[config.mk]
export PLATFORM = sky130hd
export DESIGN_NAME = mem_bus_arbiter
export DESIGN_NICKNAME = d
export VERILOG_FILES = /design/src/rtl/mem_bus_arbiter_pkg.sv /design/src/rtl/mem_bus_arbiter_bus_req_latch.sv /design/src/rtl/mem_bus_arbiter.sv
export SDC_FILE = /design/constraint.sdc
export NUM_CORES = 1
export LEC_CHECK = 0
export BUFFER_PORTS_ARGS = -buffer_cell sky130_fd_sc_hd__buf_2
export CORE_AREA = 3 3 107 109
export CTS_BUF_LIST = sky130_fd_sc_hd__clkbuf_2
export DETAILED_ROUTE_END_ITERATION = 16
export DIE_AREA = 0 0 110 112
export PLACE_DENSITY = 0.87
export SYNTH_ARGS = -nofsm -noshare
export SYNTH_HDL_FRONTEND = slang
export SYNTH_SLANG_ARGS = --single-unit
export TNS_END_PERCENT = 10
[constraint.sdc]
create_clock -name clk -period 2.4 [get_ports clk]
set_clock_uncertainty 0.05 [all_clocks]
set_input_delay 0.12 -clock clk [delete_from_list [all_inputs] [get_ports clk]]
set_output_delay 0.12 -clock clk [all_outputs]
set_load 0.005 [all_outputs]
[src/rtl/mem_bus_arbiter_pkg.sv]
`default_nettype none
// =============================================================================
// mem_bus_arbiter_pkg : state encoding and shared constants for the arbiter.
// Revision: 1.0
// =============================================================================
package mem_bus_arbiter_pkg;

    localparam logic [2:0] ST_IDLE   = 3'd0;
    localparam logic [2:0] ST_I_ADDR = 3'd1;
    localparam logic [2:0] ST_I_DATA = 3'd2;
    localparam logic [2:0] ST_D_ADDR = 3'd3;
    localparam logic [2:0] ST_D_DATA = 3'd4;

    localparam logic [1:0] SZ_BYTE = 2'd0;
    localparam logic [1:0] SZ_HALF = 2'd1;
    localparam logic [1:0] SZ_WORD = 2'd2;

    localparam logic [31:0] TIMEOUT_FILL = 32'hDEAD_BEEF;

endpackage
`default_nettype wire

[src/rtl/mem_bus_arbiter_bus_req_latch.sv]
`default_nettype none
// =============================================================================
// mem_bus_arbiter_bus_req_latch : registered bus request fields, loaded on
// entry to an address phase and held through the data phase.
// Revision: 1.0
// =============================================================================
module mem_bus_arbiter_bus_req_latch
    import mem_bus_arbiter_pkg::*;
#(
    parameter int AW = 32,
    parameter int DW = 32
) (
    input  logic          clk,
    input  logic          rst,
    input  logic          load_i,
    input  logic          wr_i,
    input  logic [1:0]    size_i,
    input  logic [AW-1:0] addr_i,
    input  logic [DW-1:0] wdata_i,
    output logic          wr_o,
    output logic [1:0]    size_o,
    output logic [AW-1:0] addr_o,
    output logic [DW-1:0] wdata_o
);

    logic          wr_q;
    logic [1:0]    size_q;
    logic [AW-1:0] addr_q;
    logic [DW-1:0] wdata_q;

    always_ff @(posedge clk) begin
        if (!rst) begin
            wr_q    <= 1'b0;
            size_q  <= SZ_BYTE;
            addr_q  <= '0;
            wdata_q <= '0;
        end else if (load_i) begin
            wr_q    <= wr_i;
            size_q  <= size_i;
            addr_q  <= addr_i;
            wdata_q <= wdata_i;
        end
    end

    assign wr_o    = wr_q;
    assign size_o  = size_q;
    assign addr_o  = addr_q;
    assign wdata_o = wdata_q;

endmodule
`default_nettype wire

[src/rtl/mem_bus_arbiter.sv]
`default_nettype none
// =============================================================================
// mem_bus_arbiter : shares one SRAM-like bus between fetch and mem stages,
// data priority, stalls the pipeline until all pending accesses complete.
// Optional macro MEM_BUS_ARBITER_TIMEOUT_EN adds a data-phase timeout.
// Revision: 1.0
// =============================================================================
module mem_bus_arbiter
    import mem_bus_arbiter_pkg::*;
#(
    parameter int AW          = 32,
    parameter int DW          = 32,
    parameter int TIMEOUT_CYC = 255
) (
    input  logic          clk,
    input  logic          rst,
    input  logic          inst_req,
    input  logic [AW-1:0] inst_addr,
    output logic [DW-1:0] inst_rdata,
    input  logic          data_req,
    input  logic          data_wr,
    input  logic [1:0]    data_size,
    input  logic [AW-1:0] data_addr,
    input  logic [DW-1:0] data_wdata,
    output logic [DW-1:0] data_rdata,
    input  logic          ext_stall,
    output logic          cpu_stall,
    output logic          bus_req,
    output logic          bus_wr,
    output logic [1:0]    bus_size,
    output logic [AW-1:0] bus_addr,
    output logic [DW-1:0] bus_wdata,
    input  logic          bus_addr_ok,
    input  logic          bus_data_ok,
    input  logic [DW-1:0] bus_rdata
`ifdef MEM_BUS_ARBITER_TIMEOUT_EN
    ,
    output logic          bus_err,
    output logic          bus_err_sticky
`endif
);

    localparam logic [DW-1:0] C_FILL = DW'(TIMEOUT_FILL);

    logic [2:0]    state_q, state_d;
    logic          bus_req_q, bus_req_d;
    logic          inst_done_q, inst_done_d;
    logic          data_done_q, data_done_d;
    logic [DW-1:0] inst_rdata_q, inst_rdata_d;
    logic [DW-1:0] data_rdata_q, data_rdata_d;

    logic          w_inst_pend;
    logic          w_data_pend;
    logic          w_advance;
    logic          w_timeout;
    logic          w_fin;
    logic [DW-1:0] w_rsel;
    logic          w_load;
    logic          w_sel_inst;
    logic          w_ld_wr;
    logic [1:0]    w_ld_size;
    logic [AW-1:0] w_ld_addr;
    logic [DW-1:0] w_ld_wdata;

    assign w_inst_pend = inst_req & ~inst_done_q;
    assign w_data_pend = data_req & ~data_done_q;
    assign cpu_stall   = w_inst_pend | w_data_pend | (state_q != ST_IDLE);
    assign w_advance   = ~cpu_stall & ~ext_stall;

    assign w_fin  = bus_data_ok | w_timeout;
    assign w_rsel = w_timeout ? C_FILL : bus_rdata;

    // Instruction fetches are always word reads.
    assign w_ld_wr    = w_sel_inst ? 1'b0    : data_wr;
    assign w_ld_size  = w_sel_inst ? SZ_WORD : data_size;
    assign w_ld_addr  = w_sel_inst ? inst_addr : data_addr;
    assign w_ld_wdata = w_sel_inst ? '0      : data_wdata;

    always_comb begin
        state_d      = state_q;
        bus_req_d    = bus_req_q;
        inst_done_d  = inst_done_q;
        data_done_d  = data_done_q;
        inst_rdata_d = inst_rdata_q;
        data_rdata_d = data_rdata_q;
        w_load       = 1'b0;
        w_sel_inst   = 1'b0;

        // Flags persist while the pipeline is held so a finished store is not reissued.
        if (w_advance) begin
            inst_done_d = 1'b0;
            data_done_d = 1'b0;
        end

        case (state_q)
            ST_IDLE: begin
                if (w_data_pend) begin
                    state_d   = ST_D_ADDR;
                    w_load    = 1'b1;
                    bus_req_d = 1'b1;
                end else if (w_inst_pend) begin
                    state_d    = ST_I_ADDR;
                    w_load     = 1'b1;
                    w_sel_inst = 1'b1;
                    bus_req_d  = 1'b1;
                end
            end
            ST_I_ADDR: begin
                if (bus_addr_ok) begin
                    state_d   = ST_I_DATA;
                    bus_req_d = 1'b0;
                end
            end
            ST_D_ADDR: begin
                if (bus_addr_ok) begin
                    state_d   = ST_D_DATA;
                    bus_req_d = 1'b0;
                end
            end
            ST_I_DATA: begin
                if (w_fin) begin
                    inst_rdata_d = w_rsel;
                    inst_done_d  = 1'b1;
                    if (w_data_pend) begin
                        state_d   = ST_D_ADDR;
                        w_load    = 1'b1;
                        bus_req_d = 1'b1;
                    end else begin
                        state_d = ST_IDLE;
                    end
                end
            end
            ST_D_DATA: begin
                if (w_fin) begin
                    if (!bus_wr || w_timeout) begin
                        data_rdata_d = w_rsel;
                    end
                    data_done_d = 1'b1;
                    if (w_inst_pend) begin
                        state_d    = ST_I_ADDR;
                        w_load     = 1'b1;
                        w_sel_inst = 1'b1;
                        bus_req_d  = 1'b1;
                    end else begin
                        state_d = ST_IDLE;
                    end
                end
            end
            default: begin
                state_d   = ST_IDLE;
                bus_req_d = 1'b0;
            end
        endcase
    end

    always_ff @(posedge clk) begin
        if (!rst) begin
            state_q      <= ST_IDLE;
            bus_req_q    <= 1'b0;
            inst_done_q  <= 1'b0;
            data_done_q  <= 1'b0;
            inst_rdata_q <= '0;
            data_rdata_q <= '0;
        end else begin
            state_q      <= state_d;
            bus_req_q    <= bus_req_d;
            inst_done_q  <= inst_done_d;
            data_done_q  <= data_done_d;
            inst_rdata_q <= inst_rdata_d;
            data_rdata_q <= data_rdata_d;
        end
    end

    mem_bus_arbiter_bus_req_latch #(
        .AW (AW),
        .DW (DW)
    ) u_req_latch (
        .clk     (clk),
        .rst     (rst),
        .load_i  (w_load),
        .wr_i    (w_ld_wr),
        .size_i  (w_ld_size),
        .addr_i  (w_ld_addr),
        .wdata_i (w_ld_wdata),
        .wr_o    (bus_wr),
        .size_o  (bus_size),
        .addr_o  (bus_addr),
        .wdata_o (bus_wdata)
    );

    assign bus_req    = bus_req_q;
    assign inst_rdata = inst_rdata_q;
    assign data_rdata = data_rdata_q;

`ifdef MEM_BUS_ARBITER_TIMEOUT_EN
    localparam int TW = ($clog2(TIMEOUT_CYC + 1) < 8) ? 8 : $clog2(TIMEOUT_CYC + 1);

    logic [TW-1:0] to_cnt_q;
    logic          bus_err_q;
    logic          bus_err_sticky_q;
    logic          w_in_data;

    assign w_in_data = (state_q == ST_I_DATA) || (state_q == ST_D_DATA);
    // A real data_ok on the final cycle wins over the forced completion.
    assign w_timeout = w_in_data && (to_cnt_q == TW'(TIMEOUT_CYC - 1)) && !bus_data_ok;

    always_ff @(posedge clk) begin
        if (!rst) begin
            to_cnt_q         <= '0;
            bus_err_q        <= 1'b0;
            bus_err_sticky_q <= 1'b0;
        end else begin
            to_cnt_q         <= w_in_data ? to_cnt_q + 1'b1 : '0;
            bus_err_q        <= w_timeout;
            bus_err_sticky_q <= bus_err_sticky_q | w_timeout;
        end
    end

    assign bus_err        = bus_err_q;
    assign bus_err_sticky = bus_err_sticky_q;
`else
    logic w_unused;

    assign w_timeout = 1'b0;
    assign w_unused  = (TIMEOUT_CYC != 0);
`endif

endmodule
`default_nettype wire

==> impl_results.md <==
* Run status: finished, final reports clean
* First-pass GRT wire length at 31000 µm
* Post-CTS clock slew at the launch and capture registers of the worst setup and hold paths at 0.26 ns
* Number of design-rule violations left by the first detailed-router iteration at 657
* Post-placement cell count at 968
* Port bufs at 270
* Count of distinct cell types in the synthesized netlist at 37
* Most used standard cell by instance count after synthesis: sky130_fd_sc_hd__nand2_1
* Number of violations of the max-capacitance limit at 0
* Register bit count reported by yosys at 137
* Number of standard-cell rows in the floorplan at 38
* Syn Inst Count at 595
* Number of antenna violations at the first check in global routing at 1
* Largest delay share family, worst path: simple AND/OR/NAND/NOR gates
* H-tree depth at 4
* Normalized max-slew margin at 42.5%
* Worst slack at placement at 0.269 ns
* Layout-stage area growth over the synthesis result at 58.1%
* Area of placed instances at 6800 µm²
* Final hold slack at 0.0728 ns
* Largest buffer count on any clock path at 2
* Critical path data required time at 2.95 ns
* Worst min-delay path class: in -> reg
* Critical path buffer and inverter count at 1
* Synth cell count leaders: 167 x sky130_fd_sc_hd__nand2_1, 137 x sky130_fd_sc_hd__dfxtp_1, 70 x sky130_fd_sc_hd__a21oi_1
* TritonCTS clock tree: yes
* Cell type of the slowest stage on the worst timing path: sky130_fd_sc_hd__nor4b_1
* Startpoint type of the worst setup path: flip-flop
* Max Fclk at 448 MHz
* Layout cells sized above 1 at 32.6%
* Post-CTS Setup Bufs at 0
* Non-Filler Cell Area, Final at 8470 µm²
* Number of setup violations in the final report at 0
* WL per Instance at 17.5 µm
* Worst skew pair latency at 0.67 ns
* Crit end category: flip-flop
* Post-route ant nets at 0
* Max Fanout on Critical Path at 30
* Via count normalized by instance count at 5.37
* Sequential share of the synthesized area at 51.2%
* Avg Inst Size Synth at 9.00 µm²
* Remaining global-route overflow at 0
* Synth async-reset ratio at 0%
* Pin count of the biggest net entering global routing at 71
* Synth warnings at 0
* Share of the clock period used by the worst path after layout at 93.0%
* Slew Viols, Final at 0
* Type of the setup path with the least slack: reg -> reg
* CTS root buf: sky130_fd_sc_hd__clkbuf_2
* Slew at the pin closest to its max-slew limit at 0.858 ns
* GRT Total Usage at 32.1%
* Number of global-route vias before repair at 6239
* Post-synthesis net count at 733
* I/O pins at 271
* Width of the die at 110 µm
* Cell types occupying the most area after synthesis: sky130_fd_sc_hd__dfxtp_1 51%, sky130_fd_sc_hd__mux2i_1 13%, sky130_fd_sc_hd__nand2_1 12%
* Critical Path, Cell by Cell: nor4b_1 > nand3_4 > buf_12 > mux2i_1 > o2bb2ai_1
* Nets at 1123
* Clock Sink Count at 137
* Final cell utilization of the core at 79.1%
* Std-Cell Core Area at 10700 µm²
* Worst Reg-to-Reg Cells at 5
* Half-perimeter wire length of the detailed placement result at 10700 µm
* Area enclosed by the die boundary at 12300 µm²
* Worst hold stages at 5
* Cell Area, Synth at 5350 µm²
* VDD IR max at 0.000459 V
* Final Routed Wirelength at 20000 µm
* Leakage power summed over all cells at 4.06 nW
* Primary flip-flop cell chosen by synthesis mapping: sky130_fd_sc_hd__dfxtp_1
* Post-synthesis cell type with the largest combined area: sky130_fd_sc_hd__dfxtp_1
* Worst endpoint data arrival time at 2.78 ns
* Top cell type's share of synthesized area at 51.2%
* Fillers at 659
* RSZ-0062 raised after global routing: no
* Routed via count at 6126
* Final std cells w/o fill at 1140
* Tot Pwr at 5.17 mW
* Total number of cells along the worst setup path at 5
* Number of remaining DRC errors at 0
* Post-route setup TNS at 0 ns
* Number of buffers added by the clock tree synthesis step at 17
* Final Critical Period at 2.23 ns
* Power Dens Cells at 611 nW/µm²
* Detailed-routing iteration count for the pre-antenna-repair pass at 6
* Delay of the slowest cell on the worst path at 0.61 ns
* Starting density of the core at 50.0%
* Gp weighted congestion at 0.868
* Number of synthesized flops with an enable pin at 0
* DIE HEIGHT at 112 µm
* Slack of the critical path at 0.167 ns
* Hold Vio Cnt, Final at 0
## final cells by class
type | instances | area [µm²] | share of cell area [%]
timing repair buffer | 420 | 2840 | 33.5
sequential | 137 | 2740 | 32.4
multi-input combinational | 406 | 2430 | 28.7
clock inverter | 15 | 185 | 2.19
tap | 140 | 175 | 2.07
clock buffer | 17 | 85.1 | 1.00
inverter | 3 | 11.3 | 0.133
antenna | 2 | 5.00 | 0.0591
## registers in the layout (all words and copies together), names as in the netlist
name and cells:
u_req_latch.size_o 2, state_q 3, data_rdata 32, u_req_latch.wr_o 1, inst_rdata 32, u_req_latch.addr_o 32, u_req_latch.wdata_o 32, inst_done_q 1
bus_req 1, data_done_q 1
## what timing repair did
action | in CTS | in global routing
gates resized for setup | 0 | 1
hold endpoints to repair | 137 | 0
hold buffers | 138 | 0
endpoints found under the setup margin | 0 | 1
## power breakdown
part	internal, mW	switching [mW]
Combinational	0.560	0.533
Clock	0.527	0.981
Sequential	2.46	0.115
Total	3.54	1.63
## final timing paths
path                  startpoint                     to  slack [ns]
setup / recovery      state_q[1]  u_req_latch.addr_o[7]        0.17
hold reg to reg   inst_rdata[17]         inst_rdata[17]        0.42
hold / removal          inst_req  u_req_latch.size_o[1]        0.07
setup reg to reg      state_q[1]  u_req_latch.addr_o[7]        0.17
## worst reg2reg max path, stage by stage, from the launching register on
cell and delay (ns):
sky130_fd_sc_hd__dfxtp_1 0.50, sky130_fd_sc_hd__nor4b_1 0.62, sky130_fd_sc_hd__nand3_4 0.32, sky130_fd_sc_hd__buf_12 0.29, sky130_fd_sc_hd__mux2i_1 0.26, sky130_fd_sc_hd__o2bb2ai_1 0.13
## kinds of logic after synthesis
family / Yosys count / synth area share [%]
AOI/OAI and AO/OA: 114 / 13.5
and+or+nand+nor: 224 / 18.0
buffers and inverters: 52 / 4.49
muxes: 68 / 12.7
DFF: 137 / 51.2
## routing by layer
layer / track usage (%) / share of wire [%]
met2: 55.2 / 51
met4: 20.5 / 6.0
met1: 32.6 / 35
met5: 0 / 0
met3: 10.8 / 8.4
## cells in the final DEF, fill, tap and decap left out, types with 3 or more instances in the layout
master / instances
sky130_fd_sc_hd__inv_8: 5
sky130_fd_sc_hd__clkinvlp_4: 3
sky130_fd_sc_hd__clkbuf_2: 17
sky130_fd_sc_hd__nand3_1: 35
sky130_fd_sc_hd__nand2_1: 167
sky130_fd_sc_hd__a21oi_1: 70
sky130_fd_sc_hd__nand2b_1: 5
sky130_fd_sc_hd__inv_6: 3
sky130_fd_sc_hd__dlygate4sd3_1: 138
sky130_fd_sc_hd__buf_2: 270
sky130_fd_sc_hd__buf_4: 11
sky130_fd_sc_hd__dfxtp_1: 137
sky130_fd_sc_hd__mux2i_1: 68
sky130_fd_sc_hd__o2bb2ai_1: 32
Note: power is estimated with default switching activity, not from simulation.
